`config.mk`:
```
export PLATFORM = sky130hd
export DESIGN_NAME = result_capture_unit
export DESIGN_NICKNAME = d
export VERILOG_FILES = /design/src/rtl/calc_pkg.sv /design/src/rtl/bin_to_bcd_seq.sv /design/src/rtl/result_capture_unit.sv
export SDC_FILE = /design/constraint.sdc
export NUM_CORES = 1
export LEC_CHECK = 0
export BUFFER_PORTS_ARGS = -buffer_cell sky130_fd_sc_hd__clkbuf_2
export CAP_MARGIN = 20
export CELL_PAD_IN_SITES_DETAIL_PLACEMENT = 0
export CELL_PAD_IN_SITES_GLOBAL_PLACEMENT = 1
export CORE_MARGIN = 2
export CORE_UTILIZATION = 41
export DETAILED_ROUTE_END_ITERATION = 12
export GPL_ROUTABILITY_DRIVEN = 0
export PLACE_DENSITY_LB_ADDON = 0.1
export SETUP_SLACK_MARGIN = 0.02
export SLEW_MARGIN = 20
export SYNTH_ARGS = -nofsm -noshare
export SYNTH_HDL_FRONTEND = slang
export SYNTH_SLANG_ARGS = --single-unit
```
`constraint.sdc`:
```
create_clock -name clk_fpga_100mhz -period 5.8 [get_ports clk_fpga_100mhz]
set_input_delay 0.29 -clock clk_fpga_100mhz [delete_from_list [all_inputs] [get_ports clk_fpga_100mhz]]
set_output_delay 0.29 -clock clk_fpga_100mhz [all_outputs]
set_load 0.01 [all_outputs]
```
`src/rtl/calc_pkg.sv`:
```
// calc_pkg: shared state type, operation indices and BCD helpers for the result path
package calc_pkg;

    typedef enum logic [2:0] {IDLE, WAIT_OP, LATCH, CONVERT, DONE} state_t;

    localparam int SIN          = 0;
    localparam int COS          = 1;
    localparam int IS_PRIME     = 2;
    localparam int SQUARE       = 3;
    localparam int NO_OPERATION = 4;

    function automatic int bcd_max(input int n);
        int m = 1;
        for (int i = 0; i < n; i++) m = m * 10;
        return m - 1;
    endfunction

endpackage

```
`src/rtl/bin_to_bcd_seq.sv`:
```
// bin_to_bcd_seq: iterative double-dabble, one shift per cycle for OUT_W cycles
module bin_to_bcd_seq #(
    parameter int OUT_W      = 14,
    parameter int BCD_DIGITS = 4
) (
    input  logic                    clk_fpga_100mhz,
    input  logic                    reset,
    input  logic                    load,
    input  logic [OUT_W-1:0]        bin,
    output logic                    done,
    output logic [4*BCD_DIGITS-1:0] bcd
);
    localparam int BW = 4 * BCD_DIGITS;
    localparam int CW = $clog2(OUT_W + 1);

    logic [BW+OUT_W-1:0] sr, sr_nx;
    logic [BW-1:0]       adj;
    logic [CW-1:0]       cnt;

    // Correct every digit that would overflow on doubling, then shift once
    always_comb begin
        adj = '0;
        for (int d = 0; d < BCD_DIGITS; d++)
            adj[4*d +: 4] = (sr[OUT_W+4*d +: 4] >= 4'd5) ? sr[OUT_W+4*d +: 4] + 4'd3 : sr[OUT_W+4*d +: 4];
        sr_nx = {adj, sr[OUT_W-1:0]} << 1;
    end

    assign done = (cnt == CW'(1));
    assign bcd  = sr_nx[OUT_W +: BW];

    // Shift register and step counter; load restarts a conversion
    always_ff @(posedge clk_fpga_100mhz or negedge reset) begin
        if (!reset) begin
            sr  <= '0;
            cnt <= '0;
        end else if (load) begin
            sr  <= {{BW{1'b0}}, bin};
            cnt <= CW'(OUT_W);
        end else if (cnt != '0) begin
            sr  <= sr_nx;
            cnt <= cnt - 1'b1;
        end
    end

endmodule

```
`src/rtl/result_capture_unit.sv`:
```
// result_capture_unit: selects an operation result, saturates it and converts it to BCD for display
module result_capture_unit
    import calc_pkg::*;
#(
    parameter int NUM_OPS        = 5,
    parameter int WHOLE_W        = 7,
    parameter int FRAC_W         = 7,
    parameter int SCALE          = 100,
    parameter int BCD_DIGITS     = 4,
    parameter int OUT_W          = 14,
    parameter int TIMEOUT_CYCLES = 1024
) (
    input  logic                       clk_fpga_100mhz,
    input  logic                       reset,
    input  logic                       start,
    input  logic [$clog2(NUM_OPS)-1:0] op_sel,
    input  logic [NUM_OPS-1:0]         op_valid,
    input  logic [NUM_OPS*WHOLE_W-1:0] whole_in,
    input  logic [NUM_OPS*FRAC_W-1:0]  frac_in,
    input  logic [NUM_OPS-1:0]         sign_in,
    output logic                       busy,
    output logic                       result_valid,
    output logic [OUT_W-1:0]           result_bin,
    output logic [4*BCD_DIGITS-1:0]    result_bcd,
    output logic                       result_sign,
    output logic                       overflow,
    output logic                       error
);
    localparam int SW   = $clog2(NUM_OPS);
    localparam int VW   = WHOLE_W + $clog2(SCALE) + 1;
    localparam int TW   = $clog2(TIMEOUT_CYCLES + 1);
    localparam int VMAX = bcd_max(BCD_DIGITS);

    state_t                  state, state_nx;
    logic [SW-1:0]           sel;
    logic [TW-1:0]           tcnt;
    logic [WHOLE_W-1:0]      w;
    logic [FRAC_W-1:0]       fr, f;
    logic [VW-1:0]           v;
    logic [OUT_W-1:0]        v_res;
    logic                    fclamp, vsat, bad_op, timeout, conv_done;
    logic [4*BCD_DIGITS-1:0] conv_bcd;

    assign w       = whole_in[32'(sel)*WHOLE_W +: WHOLE_W];
    assign fr      = frac_in[32'(sel)*FRAC_W +: FRAC_W];
    assign fclamp  = 32'(fr) > SCALE - 1;
    assign f       = fclamp ? FRAC_W'(SCALE - 1) : fr;
    assign v       = VW'(w) * VW'(SCALE) + VW'(f);
    assign vsat    = 32'(v) > VMAX;
    assign v_res   = vsat ? OUT_W'(VMAX) : OUT_W'(v);
    assign bad_op  = 32'(op_sel) >= NUM_OPS;
    assign timeout = tcnt == TW'(TIMEOUT_CYCLES - 1);

    assign busy         = (state == WAIT_OP) || (state == LATCH) || (state == CONVERT);
    assign result_valid = (state == DONE);

    bin_to_bcd_seq #(.OUT_W(OUT_W), .BCD_DIGITS(BCD_DIGITS)) u_bcd (
        .clk_fpga_100mhz (clk_fpga_100mhz),
        .reset           (reset),
        .load            (state == LATCH),
        .bin             (v_res),
        .done            (conv_done),
        .bcd             (conv_bcd)
    );

    // State register
    always_ff @(posedge clk_fpga_100mhz or negedge reset) begin
        if (!reset) state <= IDLE;
        else        state <= state_nx;
    end

    // Next state; start is only honoured while idle or presenting a result
    always_comb begin
        state_nx = state;
        case (state)
            IDLE, DONE: if (start) state_nx = bad_op ? DONE : WAIT_OP;
            WAIT_OP:    state_nx = op_valid[sel] ? LATCH : timeout ? DONE : WAIT_OP;
            LATCH:      state_nx = CONVERT;
            CONVERT:    state_nx = conv_done ? DONE : CONVERT;
            default:    state_nx = IDLE;
        endcase
    end

    // Result registers: capture selection, saturate on LATCH, take BCD when conversion ends
    always_ff @(posedge clk_fpga_100mhz or negedge reset) begin
        if (!reset) begin
            sel         <= '0;
            tcnt        <= '0;
            result_bin  <= '0;
            result_bcd  <= '0;
            result_sign <= 1'b0;
            overflow    <= 1'b0;
            error       <= 1'b0;
        end else begin
            case (state)
                IDLE, DONE: if (start) begin
                    sel      <= op_sel;
                    tcnt     <= '0;
                    overflow <= 1'b0;
                    error    <= bad_op;
                    if (bad_op) begin
                        result_bin  <= '0;
                        result_bcd  <= '0;
                        result_sign <= 1'b0;
                    end
                end
                WAIT_OP: if (!op_valid[sel]) begin
                    tcnt <= tcnt + 1'b1;
                    if (timeout) begin
                        result_bin  <= '0;
                        result_bcd  <= '0;
                        result_sign <= 1'b0;
                        error       <= 1'b1;
                    end
                end
                LATCH: begin
                    result_bin  <= v_res;
                    result_sign <= sign_in[sel] & (v_res != '0);
                    overflow    <= fclamp | vsat;
                end
                CONVERT: if (conv_done) result_bcd <= conv_bcd;
                default: ;
            endcase
        end
    end

endmodule

```
# After elaboration in Yosys (flattened, before gate mapping)
# Cells that the tools add are included.
[word_totals] in_bits=86 output_inout_bits=35 register_bits=84 elab_cells=104
[classes] n_shift=2 n_bitwise=2 muxes=45 order_cmp=8 n_addsub=7 n_eq_ne=11 mul=2 n_reduce_logical=17
[ops] operator="$mux 16" count=5
[ops] operator="$mux 14" count=5
[ops] operator="$shiftx 35x7->7" count=2
[ops] operator="$mux 30" count=2
[ops] operator="$pmux 16 s3" count=1
[ops] operator="$pmux 14 s3" count=1
[ops] operator="$mux 11" count=2
[ops] operator="$pmux 11 s2" count=1
[ops] operator="$mux 4" count=5
[ops] operator="$mux 3" count=6
[ops] operator="$ge 4x3->1 const B" count=4
[ops] operator="$add 14x7->15" count=1
[ops] operator="$gt 15x14->1 const B" count=1
[ops] operator="$reduce_bool 14->1" count=1
[ops] operator="$add 4x2->4 const B" count=3
[ops] operator="$mul 7x5->12 const B" count=1
[ops] operator="$pmux 3 s4" count=1
[ops] operator="$add 11x1->11 const B" count=1
[ops] operator="$eq 11x10->1 const B" count=1
[ops] operator="$mux 1" count=10
[ops] operator="$ne 2x2->1 const B" count=5
[ops] operator="$gt 7x7->1 const B" count=1
[ops] operator="$mux 7" count=1
[ops] operator="$bmux 1 s3" count=2
[ops] operator="24 further kinds" count=31

# Logic depth before layout (Yosys ltp)
# Gate-level depths: netlist (run 1).
[logic_depth] depth_word=10 mapped_depth=20 depth_no_buf=18

# Cells and area by module
# Synthesis (run 1) repeated with hierarchy kept, for this count alone.
[hier_totals] cells_unflattened=591 hier_area_um2=5759.3
[modules_own_cells] module="result_capture_unit" seq_area_each_um2=1251.2 cells_each=427 instances=1 area_each_um2=3991.3
[modules_own_cells] module="bin_to_bcd_seq" seq_area_each_um2=850.8 cells_each=164 instances=1 area_each_um2=1767.9

# Worst setup path after synthesis (run 1)
# Ideal clock, no wire load.
[synth_timing] path_type="flip-flop to flip-flop" start="register sel[0]" end="register result_sign" t_arrival_ns=4.885 setup_time_ns=0.145 stages_incl_launch_ff=19 synth_period_minus_slack_ns=5.030 n_path_buf=3 path_slack_ns=0.770 required_ns=5.655 path_cell_list="dfrtp_1 -> buf_4 -> buf_1 -> buf_1 -> mux2i_1 -> o22ai_1 -> ha_1 -> ha_1 -> ha_1 -> inv_1 -> fa_1 -> or3_1 -> nand3_1 -> a2bb2oi_1 -> or3_1 -> or4_1 -> or4_1 -> nor4_1 -> a31oi_1"
[synth_between] elab_chain_cells=10 word_cells_on_any_way=18 cone_classes="add/sub (1); mul (2); order compare (2); eq/ne (1); shift (2); mux (7); bitwise (1); reduce/logical (2)"
[synth_lines] item="from (decl)" line_no="result_capture_unit.sv:35" text="logic [SW-1:0] sel;"
[synth_lines] item="from (signal assigned)" line_no="result_capture_unit.sv:97" text="sel <= op_sel;"
[synth_lines] item="parallel branches: the longest is 10 deep, another holds $add 14x7->15"
[synth_lines] item="to (signal assigned)" line_no="result_capture_unit.sv:118" text="result_sign <= sign_in[sel] & (v_res != '0);"
[synth_lines] item="to (decl)" line_no="result_capture_unit.sv:25" text="output logic result_sign,"
# Parallel ways; which one is timed is not known. The select of a mux whose other input is x is not followed.
# A chain may end at the register's enable or synchronous reset.

# Final worst setup path (run 1)
[layout_timing] start="register sel[2]" end="register result_sign"
# Same word-level chain as after synthesis.

==> impl_metrics.ini, run 1 <==
[final_layout]
drive_gt1_share_pct = 22.8
antenna-diode-count = 0
final_nets = 877
finalNonFillerCells = 930
fillers = 1318
layout-area-overhead-vs-synth_pct = 17.3

[timing]
rsz0062_at_grt = no
setup_ws_ns = 0.557
hold_violations = 0
fin_setup_tns_ns = 0
slew_headroom_pct = 43.8
finalCriticalPeriod_ns = 5.24
worstMarginPinSlew_ns = 0.843
maxSlewViolCount = 0
timing.final.crit_share_pct = 90.4
setup-violations-final = 0
skew_ns = 0.00851
fmax_ghz = 0.191

[worst_setup_path]
worst_r2r_path_depth = 16
cpPeakStageDelay_ns = 0.66
worstPathRequired_ns = 5.99
crit_path_max_fanout = 12
crit_path_end_kind = flop
path_class = flop to flop
cpMaxStageDelayCell = fa_1
reg2reg_slack_ns = 0.56
cpMostUsedCell = ha_1
r2r_start = sel[2]$_DFFE_PN0P_
reg2reg_to = result_sign$_DFFE_PN0P_
start_kind = flop
startpoint = sel[2]$_DFFE_PN0P_
cp.arrival_ns = 5.43
cp_cell_sequence = inv_1, nand2_1, o22ai_1, ha_1, ha_1, ha_1, inv_1, fa_1, or3_1, nand3_1, a2bb2oi_1, or3_1, or4_1, or4_1, nor4_1, a31oi_1

[clocking]
cts_sinks = 84
cts_buffers = 9
postCtsSetupBuffers = 0
cts_buffer_depth = 2
insertion_delay_ns = 0.34
ctsHoldBuffers = 0
cts_resized = 0
cts_tree = yes
htreeDepth = 3
path_clk_slew_ns = 0.06
cts-root-buf = clkbuf_16

[grt]
antenna_found_initial = 0
grt_pass1_vias = 4947
grtUsageTotal_pct = 21.0
grt_pass1_wl_mm = 24.8
grt_max_degree = 85
grt_overflow = 0

[place]
place_ws_ns = 0.440
dp_cells = 915
port_buffers = 120
dpl.hpwl_mm = 11.6

[yosys]
synthDistinctLibCells = 70
synth_top_family_by_area = compound AO/OA/AOI/OAI gates
syn_area_per_cell_sq_um = 9.04
syn_area_sq_mm = 0.00580
ys_seq_area_share_pct = 36.2
synth_cells = 642
synth_compound_area_share_pct = 19.9
synth_ff_type = dfrtp_1
syn_nets = 773
async_reset_ff_share_pct = 100
synth-seq-cells = 84
yosys.area_share.simple_pct = 17.5
synth_mux_area_share_pct = 7.27
synth_edf_count = 0
yosys_warnings = 0
synthAdderAreaFrac_pct = 10.1
synth_xor_area_share_pct = 4.38

[detailed_routing]
drt_iter0_drc = 269
via_per_inst = 5.46
wl_per_cell_microns = 16.3
ant_nets = 0
drc = 0
totalWireLength_mm = 15.1
vias = 5080
drtPass1Iterations = 4

[hold_path]
hold_path.class = input port to asynchronous set/reset pin

[run_status]
status = completed

[die]
die_h_microns = 123
core_sq_mm = 0.0138
initial_core_util_pct = 42.0
rows = 43
die_w_microns = 123
die_area_sq_mm = 0.0151
io_pins = 121

[flow_run]
drv_cap = 0
layout make-up:
type / instances / area, sq um / share of cell area [%]
Clock buffer: 13 / 260 / 3.83
Clock inverter: 2 / 10.0 / 0.147
Inverter: 24 / 90.1 / 1.32
Multi-Input combinational cell: 500 / 3450 / 50.7
Sequential cell: 84 / 2100 / 30.9
Tap cell: 180 / 225 / 3.31
Timing Repair Buffer: 127 / 663 / 9.75
worst max-delay path, delay by kind of cell, from the launching register on:
| kind | cells | cell delay (ns) |
|---|---|---|
| buffers and inverters | 2 | 0.36 |
| and+or+nand+nor | 7 | 1.92 |
| DFF | 1 | 0.53 |
| AOI/OAI and AO/OA | 3 | 0.70 |
| adders and majority gates | 4 | 1.60 |
cells in the final DEF (no fill, tap or decap), drive strengths merged, types with 3 or more instances in the layout:
master,count
nand2,83
o22a,3
nor3,7
nor3b,4
and3,3
nand3,8
and2,10
a22oi,11
o22ai,7
a211oi,9
nor2,61
a21oi,49
inv,24
o31ai,11
nand4,3
mux2,3
a31oi,5
clkbuf,132
a31o,7
dfrtp,84
ha,42
buf,8
mux2i,23
a22o,5
o21ai,41
and4,4
nor2b,11
fa,3
xor2,9
or3,5
a32o,6
mux4,7
nand2b,6
o21a,3
xnor2,20
routing by layer:
metal | global-route usage [%] | share of wire, % | vias up
li1 | - | - | 2514
met1 | 27.6 | 45 | 2415
met2 | 35.7 | 49 | 138
met3 | 3.92 | 4.6 | 13
met4 | 5.24 | 1.4 | 0
met5 | 0 | 0 | -
cells by family (layout without fill, tap and decap cells):
kind of cell    Yosys count  in the layout
simple gates            216            216
compound gates          177            177
flops                    84             84
buf+inv                  58            166
fa+ha+maj                45             45
mux                      33             33
xor+xnor                 29             29
registers in the layout, summed over array words and instances (netlist names):
name         flops
overflow         1
state            3
tcnt            11
result_bcd      16
u_bcd.sr        30
result_sign      1
error            1
u_bcd.cnt        4
result_bin      14
sel              3
through the flow:
stage | instance area, sq um | util, % | hold WS (ns)
after floorplan | 5800 | - | -0.00559
after global placement | 6510 | 47.1 | 0.460
after detailed placement | 6520 | 47.2 | 0.470
after CTS | 6790 | 49.1 | 0.155
after global routing | 6800 | 49.2 | 0.0674
final | 6800 | 49.2 | 0.00886
worst max path at each step:
stage | cells past startpoint | slack (ns) | end
floorplan | 18 | 0.77 | result_sign$_DFFE_PN0P_
global placement | 17 | 0.51 | result_sign$_DFFE_PN0P_
detailed placement | 16 | 0.44 | result_sign$_DFFE_PN0P_
CTS | 16 | 0.40 | result_sign$_DFFE_PN0P_
global route | 16 | 0.16 | result_sign$_DFFE_PN0P_
finish | 16 | 0.56 | result_sign$_DFFE_PN0P_
synthesized netlist by cell type, drive strengths merged (3+ instances only):
cell / instances / area (sq um)
mux4: 7 / 158
a31o: 7 / 61.3
buf: 14 / 82.6
nand3: 8 / 40.0
a21oi: 49 / 245
inv: 24 / 90.1
o21ai: 41 / 205
a32o: 6 / 60.1
and4: 4 / 36.3
or3: 5 / 31.3
o22ai: 7 / 50.1
nor3: 7 / 46.3
and3: 3 / 18.8
ha: 42 / 526
a22oi: 11 / 82.6
nor2b: 11 / 68.8
nand2: 83 / 312
dfrtp: 84 / 2100
fa: 3 / 60.1
mux2: 3 / 33.8
o21a: 3 / 22.5
o22a: 3 / 26.3
nand2b: 6 / 37.5
nor3b: 4 / 30.0
a31oi: 5 / 31.3
clkbuf: 19 / 81.3
xnor2: 20 / 175
xor2: 9 / 78.8
and2: 10 / 63.8
a22o: 5 / 45.0
nor2: 61 / 231
mux2i: 23 / 230
nand4: 3 / 18.8
a211oi: 9 / 72.6
o31ai: 11 / 82.6
Power of run 1 is not shown: default switching activity piles up to over one toggle a cycle in this logic, so the estimate is an artifact.
==> run 2, diff against run 1 <==
SYNTH_HIERARCHICAL = 1   (was unset)
==> run 2 against run 1 <==
  * Area after synthesis fell by 0.71%
  * Sequential share of layout area is 0.20 points lower
  * Final area is 0.64% higher
  * Hold slack improved by 0.17 ns
  * Sequential cell count did not move
  * Fmax decreased by 1.1%
  * Synthesized cell count fell by 7.9%
  * Non-clock buffer count grew 2
  * First-iteration DRC count increased by 17%
  * Critical endpoint is now u_bcd/sr[12]$_DFFE_PN0P_
  * Die area fell by 0.69%
  * Critical path type unchanged
  * Via count is 4.7% lower
  * Largest cell class unchanged
  * Core utilization rose by 0.32 points
==> impl_metrics.ini, run 2 <==
[yosys]
ys_top_cells_by_count = dfrtp_1 (84), nand2_1 (70), ha_1 (42)
syn_area_per_cell_sq_um = 9.74
synth_ff_type = dfrtp_1
async_reset_ff_share_pct = 100
synth_edf_count = 0
synthDistinctLibCells = 74
syn_area_sq_mm = 0.00576
synth_area_leader_cell = dfrtp_1
synth-seq-cells = 84
syn_nets = 722
synth.area.top_cells = dfrtp_1 (36%), ha_1 (9.1%), mux4_2 (5.1%)
synth_cells = 591
ys_seq_area_share_pct = 36.5
yosys_warnings = 6
synth_top_area_share_pct = 36.5
yosysMostFrequentCell = dfrtp_1

[final_layout]
top_register = u_bcd/sr
layout-area-overhead-vs-synth_pct = 18.9
largest_reg_flops = 30
reg_top3 = u_bcd/sr x30, result_bcd x16, result_bin x14
fillers = 1302
final_cell_mix = clkbuf_2 (119), dfrtp_1 (83), nand2_1 (70)
regArea_sq_mm = 0.00210
antenna-diode-count = 0
multi_input_area_sq_mm = 0.00335
final_nets = 833
drive_gt1_share_pct = 25.9
final_common_cell = clkbuf_2

[timing]
skew_ns = 0.00852
fmax_ghz = 0.189
slew_headroom_pct = 32.6
maxSlewViolCount = 0
hold_violations = 0
setup-violations-final = 0
rsz0062_at_grt = no
fin_setup_tns_ns = 0
worstMarginPinSlew_ns = 1.01
timing.final.crit_share_pct = 91.4
finalCriticalPeriod_ns = 5.30

[worst_setup_path]
crit_buf_inv = 3
r2r_start = sel[0]$_DFFE_PN0P_
cpMaxStageDelayCell = dfrtp_2
worstPathRequired_ns = 6.01
reg2reg_to = u_bcd/sr[12]$_DFFE_PN0P_
cp.depth = 18
crit_path_end = u_bcd/sr[12]$_DFFE_PN0P_
path_class = flop to flop
start_kind = flop
worst_r2r_path_depth = 18
cp_top_family = compound AO/OA/AOI/OAI gates
cpMostUsedCell = ha_1
crit_path_max_fanout = 16
cpPeakStageDelay_ns = 0.51
reg2reg_slack_ns = 0.50
cp.arrival_ns = 5.51
startpoint = sel[0]$_DFFE_PN0P_
crit_path_end_kind = flop
cp_cell_sequence = buf_4, nor3_1, buf_4, a22o_1, ha_1, ha_1, fa_1, ha_1, and2b_1, o2111a_1, a311oi_4, nor2_2, and2_4, a311oi_2, nor2_2, and2_1, a222oi_1, inv_1

[clocking]
htreeDepth = 3
path_clk_slew_ns = 0.06
cts_buffers = 9
postCtsSetupBuffers = 0
cts_tree = yes
cts-root-buf = clkbuf_16
cts_buffer_depth = 2
cts_sinks = 84
insertion_delay_ns = 0.33

[place]
dpl.hpwl_mm = 11.2
port_buffers = 120

[grt]
grt_max_degree = 77
grtUsageTotal_pct = 20.3
grt_pass1_vias = 4864
grt_overflow = 0
grt_pass1_wl_mm = 23.9
antenna_found_initial = 0

[die]
die_w_microns = 123
rows = 43
die_h_microns = 123
core_sq_mm = 0.0138
io_pins = 121
initial_core_util_pct = 41.7
die_area_sq_mm = 0.0150

[flow_run]
drv_cap = 0

[hold_path]
hold_path.class = input port to flop

[detailed_routing]
ant_nets = 0
wl_per_cell_microns = 16.3
drtPass1Iterations = 8
totalWireLength_mm = 14.5
drt_iter0_drc = 314
drc = 0
vias = 4841
via_per_inst = 5.46

[run_status]
status = completed
run 2: how the worst min path moves through the flow:
stage | from | end | depth (start not counted) | slack [ns]
floorplan | reset | error$_DFFE_PN0P_ | 0 | -0.006
global placement | reset | result_bin[8]$_DFFE_PN0P_ | 1 | 0.12
detailed placement | reset | result_bin[8]$_DFFE_PN0P_ | 1 | 0.12
CTS | op_sel[1] | sel[1]$_DFFE_PN0P_ | 3 | 0.16
global route | op_sel[1] | sel[1]$_DFFE_PN0P_ | 3 | 0.20
finish | op_sel[1] | sel[1]$_DFFE_PN0P_ | 3 | 0.18
run 2: metal layers:
| metal | part of all wire (%) | GRT usage, % | up-vias |
|---|---|---|---|
| met5 | 0 | 0 | - |
| met4 | 1.2 | 5.75 | 0 |
| met1 | 47 | 28.4 | 2305 |
| met3 | 5.3 | 3.72 | 10 |
| li1 | - | - | 2369 |
| met2 | 46 | 32.2 | 157 |
run 2: cells by family (layout without fill, tap and decap cells):
| kind of cell | after synthesis | after routing | synth area share [%] |
|---|---|---|---|
| and+or+nand+nor | 189 | 189 | 16.4 |
| xor gates and xnor gates | 27 | 27 | 4.11 |
| adders and majority gates | 45 | 45 | 10.2 |
| DFF | 84 | 84 | 36.5 |
| buffers and inverters | 67 | 183 | 5.41 |
| AOI/OAI and AO/OA | 153 | 153 | 20.0 |
| muxes | 26 | 26 | 7.39 |
run 2: layout make-up:
class / count / share of cell area, %
Sequential cell: 84 / 30.7
Clock buffer: 11 / 3.55
Inverter: 38 / 2.08
Clock inverter: 5 / 1.57
Tap cell: 180 / 3.29
Multi-Input combinational cell: 440 / 48.9
Timing Repair Buffer: 129 / 9.83
run 2: timing repair:
action                                  in CTS  in global routing
hold endpoints to repair                     8                  0
gates resized for setup                      0                  1
endpoints found under the setup margin       0                  1
hold buffers                                 1                  0
run 2: through the flow:
step | cell area (sq um) | util, % | worst slack, ns | hold slack, ns | cells
final | 6850 | 49.5 | 0.500 | 0.179 | 887
after global routing | 6850 | 49.5 | 0.154 | 0.196 | 887
after floorplan | 5760 | - | 0.306 | -0.00559 | 591
after global placement | 6480 | 46.9 | 0.483 | 0.120 | 870
after CTS | 6840 | 49.5 | 0.321 | 0.165 | 887
after detailed placement | 6480 | 46.9 | 0.401 | 0.119 | 870
run 2: worst register-to-register path, delay by kind of cell, from the launching register on:
family	cells	cell delay, ns
AOI/OAI and AO/OA	5	1.70
adders and majority gates	4	1.45
and+or+nand+nor	6	0.97
buffers and inverters	3	0.55
DFF	1	0.51
Power of run 2 is left out for the same reason.
